`config.mk`:
```
export PLATFORM = sky130hd
export DESIGN_NAME = hamming_arbiter_flat
export DESIGN_NICKNAME = d
export VERILOG_FILES = /design/src/rtl/hamming_pkg.sv /design/src/rtl/hamming_arbiter_if.sv /design/src/rtl/hamming_syndrome_fix.sv /design/src/rtl/hamming_arbiter.sv /design/src/flat_wrapper.sv
export SDC_FILE = /design/constraint.sdc
export NUM_CORES = 1
export LEC_CHECK = 0
export ABC_AREA = 1
export CORE_MARGIN = 5
export CORE_UTILIZATION = 45
export CTS_CLUSTER_DIAMETER = 100
export DETAILED_ROUTE_END_ITERATION = 7
export GPL_TIMING_DRIVEN = 1
export PLACE_DENSITY = 0.73
export SYNTH_ARGS = -nofsm -noshare
export SYNTH_HDL_FRONTEND = slang
export SYNTH_SLANG_ARGS = --single-unit
```
`constraint.sdc`:
```
create_clock -name clk -period 1.8 [get_ports clk]
set_input_delay 0.27 -clock clk [delete_from_list [all_inputs] [get_ports clk]]
set_output_delay 0.27 -clock clk [all_outputs]
set_load 0.01 [all_outputs]
```
`src/rtl/hamming_pkg.sv`:
```
// Shared constants and FSM state type for the Hamming(7,4) arbiter slice.
// Latency: n/a (declarations only).
// Backpressure: n/a.
package hamming_pkg;

  localparam int CODE_W = 7;
  localparam int SYN_W  = 3;

  // Output-register occupancy state (legacy-compatible constant encoding)
  typedef logic [0:0] state_t;
  localparam state_t ST_EMPTY = 1'b0;
  localparam state_t ST_FULL  = 1'b1;

  // Syndrome of a 7-bit codeword; each bit is the parity over one check group.
  function automatic logic [SYN_W-1:0] calc_syndrome(input logic [CODE_W-1:0] c);
    logic [SYN_W-1:0] s;
    s[0] = c[6] ^ c[4] ^ c[2] ^ c[0];
    s[1] = c[5] ^ c[4] ^ c[1] ^ c[0];
    s[2] = c[3] ^ c[2] ^ c[1] ^ c[0];
    return s;
  endfunction

endpackage

```
`src/rtl/hamming_arbiter_if.sv`:
```
// Requester and result handshake bundle for the Hamming arbiter.
// Latency: n/a (wiring only).
// Backpressure: reqN_ready / out_ready carry the valid-ready flow control.
interface hamming_arbiter_if;
  import hamming_pkg::*;

  logic              req0_valid;
  logic [CODE_W-1:0] req0_code;
  logic              req0_ready;
  logic              req1_valid;
  logic [CODE_W-1:0] req1_code;
  logic              req1_ready;
  logic              out_valid;
  logic              out_ready;
  logic [CODE_W-1:0] out_data;
  logic              out_src;
  logic              out_corrected;

  // Requesters and result consumer side
  modport master (
    output req0_valid, req0_code, req1_valid, req1_code, out_ready,
    input  req0_ready, req1_ready, out_valid, out_data, out_src, out_corrected
  );

  // Arbiter side
  modport slave (
    input  req0_valid, req0_code, req1_valid, req1_code, out_ready,
    output req0_ready, req1_ready, out_valid, out_data, out_src, out_corrected
  );

endinterface

```
`src/rtl/hamming_syndrome_fix.sv`:
```
// Single-error correction of a 7-bit Hamming codeword.
// Latency: purely combinational.
// Backpressure: none.
module hamming_syndrome_fix
  import hamming_pkg::*;
(
  input  logic [CODE_W-1:0] code_i,
  output logic [CODE_W-1:0] fixed_o,
  output logic              syn_nz_o
);

  logic [SYN_W-1:0]  syn;
  logic [CODE_W-1:0] flip_mask;

  assign syn      = calc_syndrome(code_i);
  assign syn_nz_o = |syn;

  // A nonzero syndrome s points at bit (7 - s); zero syndrome flips nothing.
  always_comb begin
    flip_mask = '0;
    for (int i = 0; i < CODE_W; i++) begin
      flip_mask[i] = (syn == SYN_W'(CODE_W - i));
    end
  end

  assign fixed_o = code_i ^ flip_mask;

endmodule

```
`src/rtl/hamming_arbiter.sv`:
```
// Round-robin arbiter of two codeword requesters into one corrected-result register.
// Latency: 1 cycle from accepted request to out_valid.
// Backpressure: requesters see ready only when the result register is empty or draining.
module hamming_arbiter
  import hamming_pkg::*;
#(
  parameter int CNT_W = 8
) (
  input  logic              clk,
  input  logic              rst_n,
  hamming_arbiter_if.slave  bus,
  input  logic              clr_cnt,
  output logic [CNT_W-1:0]  err_cnt0,
  output logic [CNT_W-1:0]  err_cnt1
);

  state_t            state_q, state_d;
  logic [CODE_W-1:0] data_q, data_d;
  logic              src_q, src_d;
  logic              corr_q, corr_d;
  logic              last_grant_q, last_grant_d;
  logic [CNT_W-1:0]  cnt0_q, cnt0_d;
  logic [CNT_W-1:0]  cnt1_q, cnt1_d;

  logic              can_accept;
  logic              grant;
  logic              grant_vld;
  logic              accept;
  logic [CODE_W-1:0] sel_code;
  logic [CODE_W-1:0] fixed_code;
  logic              syn_nz;

  assign can_accept = (state_q == ST_EMPTY) || bus.out_ready;

  // Grant: lone requester wins; on a tie, the one not granted last time wins
  always_comb begin
    grant = 1'b0;
    if (bus.req0_valid && bus.req1_valid) begin
      grant = ~last_grant_q;
    end else if (bus.req1_valid) begin
      grant = 1'b1;
    end
  end

  assign grant_vld      = grant ? bus.req1_valid : bus.req0_valid;
  assign accept         = can_accept && grant_vld;
  assign bus.req0_ready = can_accept && !grant;
  assign bus.req1_ready = can_accept && grant;
  assign sel_code       = grant ? bus.req1_code : bus.req0_code;

  hamming_syndrome_fix u_fix (
    .code_i   (sel_code),
    .fixed_o  (fixed_code),
    .syn_nz_o (syn_nz)
  );

  // Result register and occupancy: accept reloads (even while draining), drain empties
  always_comb begin
    state_d      = state_q;
    data_d       = data_q;
    src_d        = src_q;
    corr_d       = corr_q;
    last_grant_d = last_grant_q;
    if (accept) begin
      state_d      = ST_FULL;
      data_d       = fixed_code;
      src_d        = grant;
      corr_d       = syn_nz;
      last_grant_d = grant;
    end else if (state_q == ST_FULL && bus.out_ready) begin
      state_d = ST_EMPTY;
    end
  end

  // Saturating per-requester error counters; clear beats a same-cycle increment
  always_comb begin
    cnt0_d = cnt0_q;
    cnt1_d = cnt1_q;
    if (clr_cnt) begin
      cnt0_d = '0;
      cnt1_d = '0;
    end else if (accept && syn_nz) begin
      if (!grant && cnt0_q != '1) cnt0_d = cnt0_q + CNT_W'(1);
      if (grant && cnt1_q != '1)  cnt1_d = cnt1_q + CNT_W'(1);
    end
  end

  // State registers; reset drops any held result immediately
  always_ff @(posedge clk or negedge rst_n) begin
    if (!rst_n) begin
      state_q      <= ST_EMPTY;
      data_q       <= '0;
      src_q        <= 1'b0;
      corr_q       <= 1'b0;
      last_grant_q <= 1'b1;
      cnt0_q       <= '0;
      cnt1_q       <= '0;
    end else begin
      state_q      <= state_d;
      data_q       <= data_d;
      src_q        <= src_d;
      corr_q       <= corr_d;
      last_grant_q <= last_grant_d;
      cnt0_q       <= cnt0_d;
      cnt1_q       <= cnt1_d;
    end
  end

  assign bus.out_valid     = (state_q == ST_FULL);
  assign bus.out_data      = data_q;
  assign bus.out_src       = src_q;
  assign bus.out_corrected = corr_q;
  assign err_cnt0          = cnt0_q;
  assign err_cnt1          = cnt1_q;

endmodule

```
`src/flat_wrapper.sv`:
```
// flat-port wrapper written by rule: the top's interface ports become plain ports
module hamming_arbiter_flat import hamming_pkg::*;
#(
  parameter int CNT_W = 8
)
  (clk, rst_n, clr_cnt, err_cnt0, err_cnt1, bus_req0_valid, bus_req0_code, bus_req1_valid, bus_req1_code, bus_out_ready, bus_req0_ready, bus_req1_ready, bus_out_valid, bus_out_data, bus_out_src, bus_out_corrected);
  hamming_arbiter_if bus_i ();
  input  logic clk;
  input  logic rst_n;
  input  logic clr_cnt;
  output logic [CNT_W-1:0] err_cnt0;
  output logic [CNT_W-1:0] err_cnt1;
  input wire logic [$bits(bus_i.req0_valid)-1:0] bus_req0_valid;
  input wire logic [$bits(bus_i.req0_code)-1:0] bus_req0_code;
  input wire logic [$bits(bus_i.req1_valid)-1:0] bus_req1_valid;
  input wire logic [$bits(bus_i.req1_code)-1:0] bus_req1_code;
  input wire logic [$bits(bus_i.out_ready)-1:0] bus_out_ready;
  output wire logic [$bits(bus_i.req0_ready)-1:0] bus_req0_ready;
  output wire logic [$bits(bus_i.req1_ready)-1:0] bus_req1_ready;
  output wire logic [$bits(bus_i.out_valid)-1:0] bus_out_valid;
  output wire logic [$bits(bus_i.out_data)-1:0] bus_out_data;
  output wire logic [$bits(bus_i.out_src)-1:0] bus_out_src;
  output wire logic [$bits(bus_i.out_corrected)-1:0] bus_out_corrected;
  assign bus_i.req0_valid = bus_req0_valid;
  assign bus_i.req0_code = bus_req0_code;
  assign bus_i.req1_valid = bus_req1_valid;
  assign bus_i.req1_code = bus_req1_code;
  assign bus_i.out_ready = bus_out_ready;
  assign bus_req0_ready = bus_i.req0_ready;
  assign bus_req1_ready = bus_i.req1_ready;
  assign bus_out_valid = bus_i.out_valid;
  assign bus_out_data = bus_i.out_data;
  assign bus_out_src = bus_i.out_src;
  assign bus_out_corrected = bus_i.out_corrected;
  hamming_arbiter #(.CNT_W(CNT_W)) u_core (.clk(clk), .rst_n(rst_n), .bus(bus_i), .clr_cnt(clr_cnt), .err_cnt0(err_cnt0), .err_cnt1(err_cnt1));
endmodule
```
; After elaboration in Yosys (flattened, before gate mapping)
; Index checks and enable logic that the tools add are counted.
[op_classes]
add_sub_neg = 2
n_eq_ne = 9
muxes = 12
n_bitwise = 12
n_reduce_logical = 17
[op_table]
columns = operator, n
row1 = 8-bit 2-to-1 mux, 6
row2 = "8-bit by 1-bit adder with 8-bit output, second input constant", 2
row3 = "8-bit != test, second input constant", 2
row4 = "3-bit equality test, second input constant", 4
row5 = 1-bit bitwise XOR, 9
row6 = 1-bit logical AND, 8
row7 = 2-bit nonzero test, 4
row8 = 7-bit 2-to-1 mux, 1
row9 = 7-bit bitwise XOR, 1
row10 = "3-bit by 2-bit equality test with 1-bit output, second input constant", 2
row11 = 1-bit 2-to-1 mux, 5
row12 = 2-bit AND reduction, 2
row13 = "3-bit by 1-bit equality test with 1-bit output, second input constant", 1
row14 = 3-bit OR reduction, 1
row15 = 1-bit NOT, 2
row16 = 1-bit logical NOT, 1
row17 = 1-bit logical OR, 1
[word_totals]
ff_bits = 27
in_bits = 20
out_inout_bits = 28
elab_cells = 59

; Longest topological paths before layout
[depth]
ltp_word = 10
mapped_depth = 16
ltp_nobuf = 15

; Cells and area by module
; A second synthesis with hierarchy kept.
[unflattened]
hier_cells = 301
hier_area_um2 = 2003.2
[modules_own_cells]
columns = mod, n_inst, cells_per_inst, area_each_um2, seq_area_each_um2
row1 = hamming_arbiter, 1, 220, 1621.6, 676.9
row2 = hamming_syndrome_fix, 1, 81, 381.6, 0.0

; Worst setup path after synthesis
; No wires, ideal clock.
[synth_path]
path_kind = reg2reg
start = reg u_core.cnt0_q[0], in the netlist u_core.err_cnt0[0]
end = reg u_core.cnt0_q[3], in the netlist u_core.err_cnt0[3]
setup_ps = 66
arrival_ps = 1736
t_required_ps = 1734
slack_ps = -2
stages_incl_launch_ff = 12
n_path_buf = 1
synth_period_minus_slack_ps = 1802
path_cell_list = dfrtp_1 ha_1 nand2_1 inv_1 nand2_1 nor3_2 a31oi_1 or2_2 buf_1 nand2_4 nand2_1 nand2_1
[synth_via]
elab_chain_cells = 4
word_cells_on_any_way = 8
[synth_rtl]
columns = element, line_no
row1 = start: declaration, hamming_arbiter.sv:22  ; logic [CNT_W-1:0] cnt0_q, cnt0_d;
row2 = start signal: assignment, hamming_arbiter.sv:104  ; cnt0_q <= cnt0_d;
row3 = 8-bit by 1-bit adder with 8-bit output / 8-bit != test (equally long branches), hamming_arbiter.sv:83  ; if (!grant && cnt0_q != '1) cnt0_d = cnt0_q + CNT_W'(1);
row4 = 8-bit 2-to-1 mux / 1-bit logical AND (equally long branches), hamming_arbiter.sv:83
row5 = 8-bit 2-to-1 mux / 2-bit nonzero test (equally long branches), -
row6 = 8-bit 2-to-1 mux / 2-bit AND reduction (equally long branches), -
; Several ways; a longest one is shown, not always the timed one. The select of a mux whose other input is x is not followed.
; A chain may end at the register's enable or synchronous reset.

; Worst setup path after layout
[layout_path]
start = reg u_core.last_grant_q
end = reg u_core.data_q[3], in the netlist u_core.bus.out_data[3]
[layout_via]
elab_chain_cells = 8
word_cells_on_any_way = 16
[layout_rtl]
columns = element, line_no
row1 = start: declaration, hamming_arbiter.sv:21  ; logic last_grant_q, last_grant_d;
row2 = start signal: assignment, hamming_arbiter.sv:103  ; last_grant_q <= last_grant_d;
row3 = 1-bit NOT (*), hamming_arbiter.sv:39  ; grant = ~last_grant_q;
row4 = 1-bit 2-to-1 mux (*), hamming_arbiter.sv:38  ; if (bus.req0_valid && bus.req1_valid) begin
row5 = 7-bit 2-to-1 mux, hamming_arbiter.sv:49  ; assign sel_code = grant ? bus.req1_code : bus.req0_code;
row6 = "1-bit bitwise XOR, on equally long branches (3 in a row)", "hamming_pkg.sv:17, hamming_pkg.sv:18, hamming_pkg.sv:19"
row7 = 3-bit equality test, hamming_syndrome_fix.sv:22  ; flip_mask[i] = (syn == SYN_W'(CODE_W - i));
row8 = 7-bit bitwise XOR, hamming_syndrome_fix.sv:26  ; assign fixed_o = code_i ^ flip_mask;
row9 = end signal: assignment, hamming_arbiter.sv:100  ; data_q <= data_d;
row10 = end: declaration, hamming_arbiter.sv:18  ; logic [CODE_W-1:0] data_q, data_d;
; Every way passes the cells marked *; elsewhere a longest branch is shown, timed or not.

==> flow_summary.json <==
{
  "outcome": "finished with violations",
  "failed_checks": "setup timing",
  "synth_ff_type": "dfrtp_1",
  "synthMuxAreaShare_pct": 0,
  "synthSimpleGateAreaFrac_pct": 50.8,
  "rows": 24,
  "first_global_vias": 2315,
  "setup_viol": 24,
  "clk_pin_slew_ns": 0.10,
  "synthCells": 298,
  "fmax_mhz": 481,
  "fp.dieH_um": 77.6,
  "via_count": 2460,
  "syn_avg_cell_area_sq_um": 6.91,
  "cts_buffers": 3,
  "synth-compound-area-share_pct": 2.55,
  "drv_cap": 0,
  "tightest_slew_ns": 0.405,
  "worstSetupPathType": "reg -> reg",
  "layout_commonest_cell": "nand2_1",
  "final_hold_viol_count": 0,
  "cts_root_buffer": "clkbuf_8",
  "synth-edff-count": 0,
  "fin_crit_sh_pct": 116,
  "synth-xor-area-share_pct": 3.83,
  "drive_above_1_share_pct": 37.6,
  "met3_usage_pct": 3.01,
  "globalplace.congestion": 0.849,
  "hold_path_class": "in -> async",
  "yosysSeqAreaShare_pct": 32.9,
  "synth-adder-area-share_pct": 1.22,
  "startpoint": "u_core.last_grant_q",
  "cp_max_fo": 7,
  "relSlewSlack_pct": 73.0,
  "ys_seq_elements": 27,
  "endpoint_kind": "flip-flop",
  "num-nets-final": 435,
  "grt_pass1_wl_um": 10600,
  "wl_um": 7030,
  "vdd.ir_drop.worst_mv": 0.385,
  "post_drt_wl_per_cell_um": 15.1,
  "arrival_ns": 2.26,
  "place_area_sq_mm": 0.00283,
  "vias_per_cell": 5.29,
  "drtAntennaViolNets": 0,
  "drv_slew": 0,
  "yosysWarningCount": 0,
  "multi_input_area_sq_mm": 0.00140,
  "hpwl_um": 4040,
  "clock-sinks": 27,
  "grt_most_used_layer": "met2",
  "final_cell_area_sq_mm": 0.00336,
  "switching_power_uw": 824,
  "p_int_uw": 1380,
  "ioPinCount": 48,
  "timing.final.crit_period_ns": 2.08,
  "drc": 0,
  "rsz0062_at_grt": "true",
  "mappedNetlistNets": 320,
  "crit_path_start_kind": "flip-flop",
  "track_usage_pct": 20.8,
  "power.share.sequential_pct": 32.6,
  "r2r_start": "u_core.last_grant_q",
  "overflow": 0,
  "drtPass1Iterations": 4,
  "port_buffers": 47,
  "endpoint": "u_core.bus.out_data[3]",
  "pwr-share-comb_pct": 50.9,
  "use_met1_pct": 27.2,
  "seqCellArea_sq_um": 677,
  "core_area_sq_mm": 0.00438,
  "synth.distinct_cells": 34,
  "p_leak_uw": 0.00172,
  "cts_buffer_depth": 2,
  "synth_top_family_by_area": "simple AND/OR/NAND/NOR gates",
  "power_switching_share_pct": 37.3,
  "die-area_sq_mm": 0.00603,
  "initial_core_util_pct": 46.9,
  "num-fill-cells": 319,
  "tritoncts": "built",
  "finClkSkew_ns": 0.00286,
  "antenna_found_initial": 1,
  "tns_ns": -5.18,
  "r2r_end": "u_core.bus.out_data[3]",
  "reg2reg_depth": 14,
  "area_growth_pct": 63.3,
  "regToRegSetupSlack_ns": -0.28,
  "layout_common_cells": "nand2_1 (79), buf_4 (62), clkdlybuf4s50_1 (43)",
  "powerDensity_mw_per_mm2": 657,
  "critPathRequiredTime_ns": 1.98,
  "drtIter0Drc": 154,
  "grt_max_degree": 28,
  "async_reset_ff_share_pct": 100,
  "die_x_um": 77.6,
  "p_clk_share_pct": 16.5,
  "syn_area_sq_mm": 0.00206,
  "ctsHoldBuffers": 0,
  "grtUsageMet2_pct": 36.4,
  "htreeDepth": 1,
  "worst_slack_ns": -0.281,
  "insertion_delay_ns": 0.28
}
==> Yosys cell counts, types with 3 or more instances <==
cell type	instances	area, sq um
clkbuf_1	3	11.3
dfrtp_1	26	651
inv_1	25	93.8
nand2_1	112	420
nand2_2	16	100
nand2_4	6	67.6
nand3_1	39	195
nand3b_1	6	45.0
nor2_1	20	75.1
o21ai_0	6	30.0
xor2_1	8	70.1
==> routing by layer <==
layer / up-vias / wire (um)
met1: 1187 / 2980
met4: 0 / 172
met3: 17 / 332
li1: 1174 / -
met2: 82 / 3540
met5: - / 0
==> flip-flops by register name (all words and copies together), names as in the netlist <==
signal / count
u_core.err_cnt1: 8
u_core.bus.out_valid: 1
u_core.bus.out_src: 1
u_core.last_grant_q: 1
u_core.err_cnt0: 8
u_core.bus.out_data: 7
u_core.bus.out_corrected: 1
==> critical path: stages, from the launching register on <==
cell and delay (ns):
dfstp_2 0.60, nand2_8 0.09, nand2_8 0.09, buf_6 0.12
nand2_1 0.07, nand2_2 0.12, nand2_1 0.07, nand2_1 0.08
nand2_2 0.07, nand2_4 0.10, buf_6 0.11, buf_4 0.12
nand4_1 0.16, nand3_2 0.13, nand2_1 0.06
==> how the worst min path moves through the flow <==
stage / startpoint / endpoint
floorplan: rst_n / u_core.bus.out_corrected
global placement: u_core.bus.out_data[0] / u_core.bus.out_data[0]
detailed placement: u_core.bus.out_data[0] / u_core.bus.out_data[0]
CTS: rst_n / u_core.err_cnt0[6]
global route: rst_n / u_core.err_cnt1[1]
finish: rst_n / u_core.err_cnt0[3]
==> power by group through the flow <==
stage	logic [uW]	clock network [uW]	registers, uW
global route	1210	389	730
CTS	978	357	719
finish	1120	364	721
floorplan	395	0	757
global placement	808	0	725
detailed placement	822	0	728
==> final cells by class <==
| cell class | count | share of cell area (%) |
|---|---|---|
| multi-input combinational | 236 | 41.7 |
| timing repair buffer | 117 | 31.1 |
| sequential | 27 | 20.1 |
| inverter | 28 | 3.68 |
| tap | 52 | 1.94 |
| clock buffer | 3 | 1.23 |
| clock inverter | 1 | 0.149 |
| antenna | 1 | 0.0744 |
==> per-stage QoR <==
stage	utilization [%]	instances	setup WS (ns)	hold WS [ns]	total power, uW
finish	76.7	465	-0.281	0.351	2210
global route	76.7	465	-0.415	0.408	2330
CTS	72.5	457	-0.205	0.370	2050
detailed placement	64.6	427	-0.497	0.465	1550
global placement	64.6	427	-0.462	0.463	1530
floorplan	-	298	0.0452	-0.0256	1150
==> cells by family after synthesis <==
| family | count (synthesis) |
|---|---|
| AO/OA/AOI/OAI | 10 |
| XOR/XNOR | 9 |
| adder cells (fa/ha/maj) | 2 |
| buffers and inverters | 36 |
| flip-flops | 27 |
| AND/OR/NAND/NOR | 214 |
==> timing repair <==
| action | in CTS | in global routing |
|---|---|---|
| setup buffers | 25 | 7 |
| pin swaps | 30 | 35 |
| endpoints found under the hold margin | 0 | 0 |
| endpoints found under the setup margin | 26 | 25 |
| gates cloned | 1 | 0 |
| resized for setup | 41 | 40 |
(Power assumes the default switching activity.)
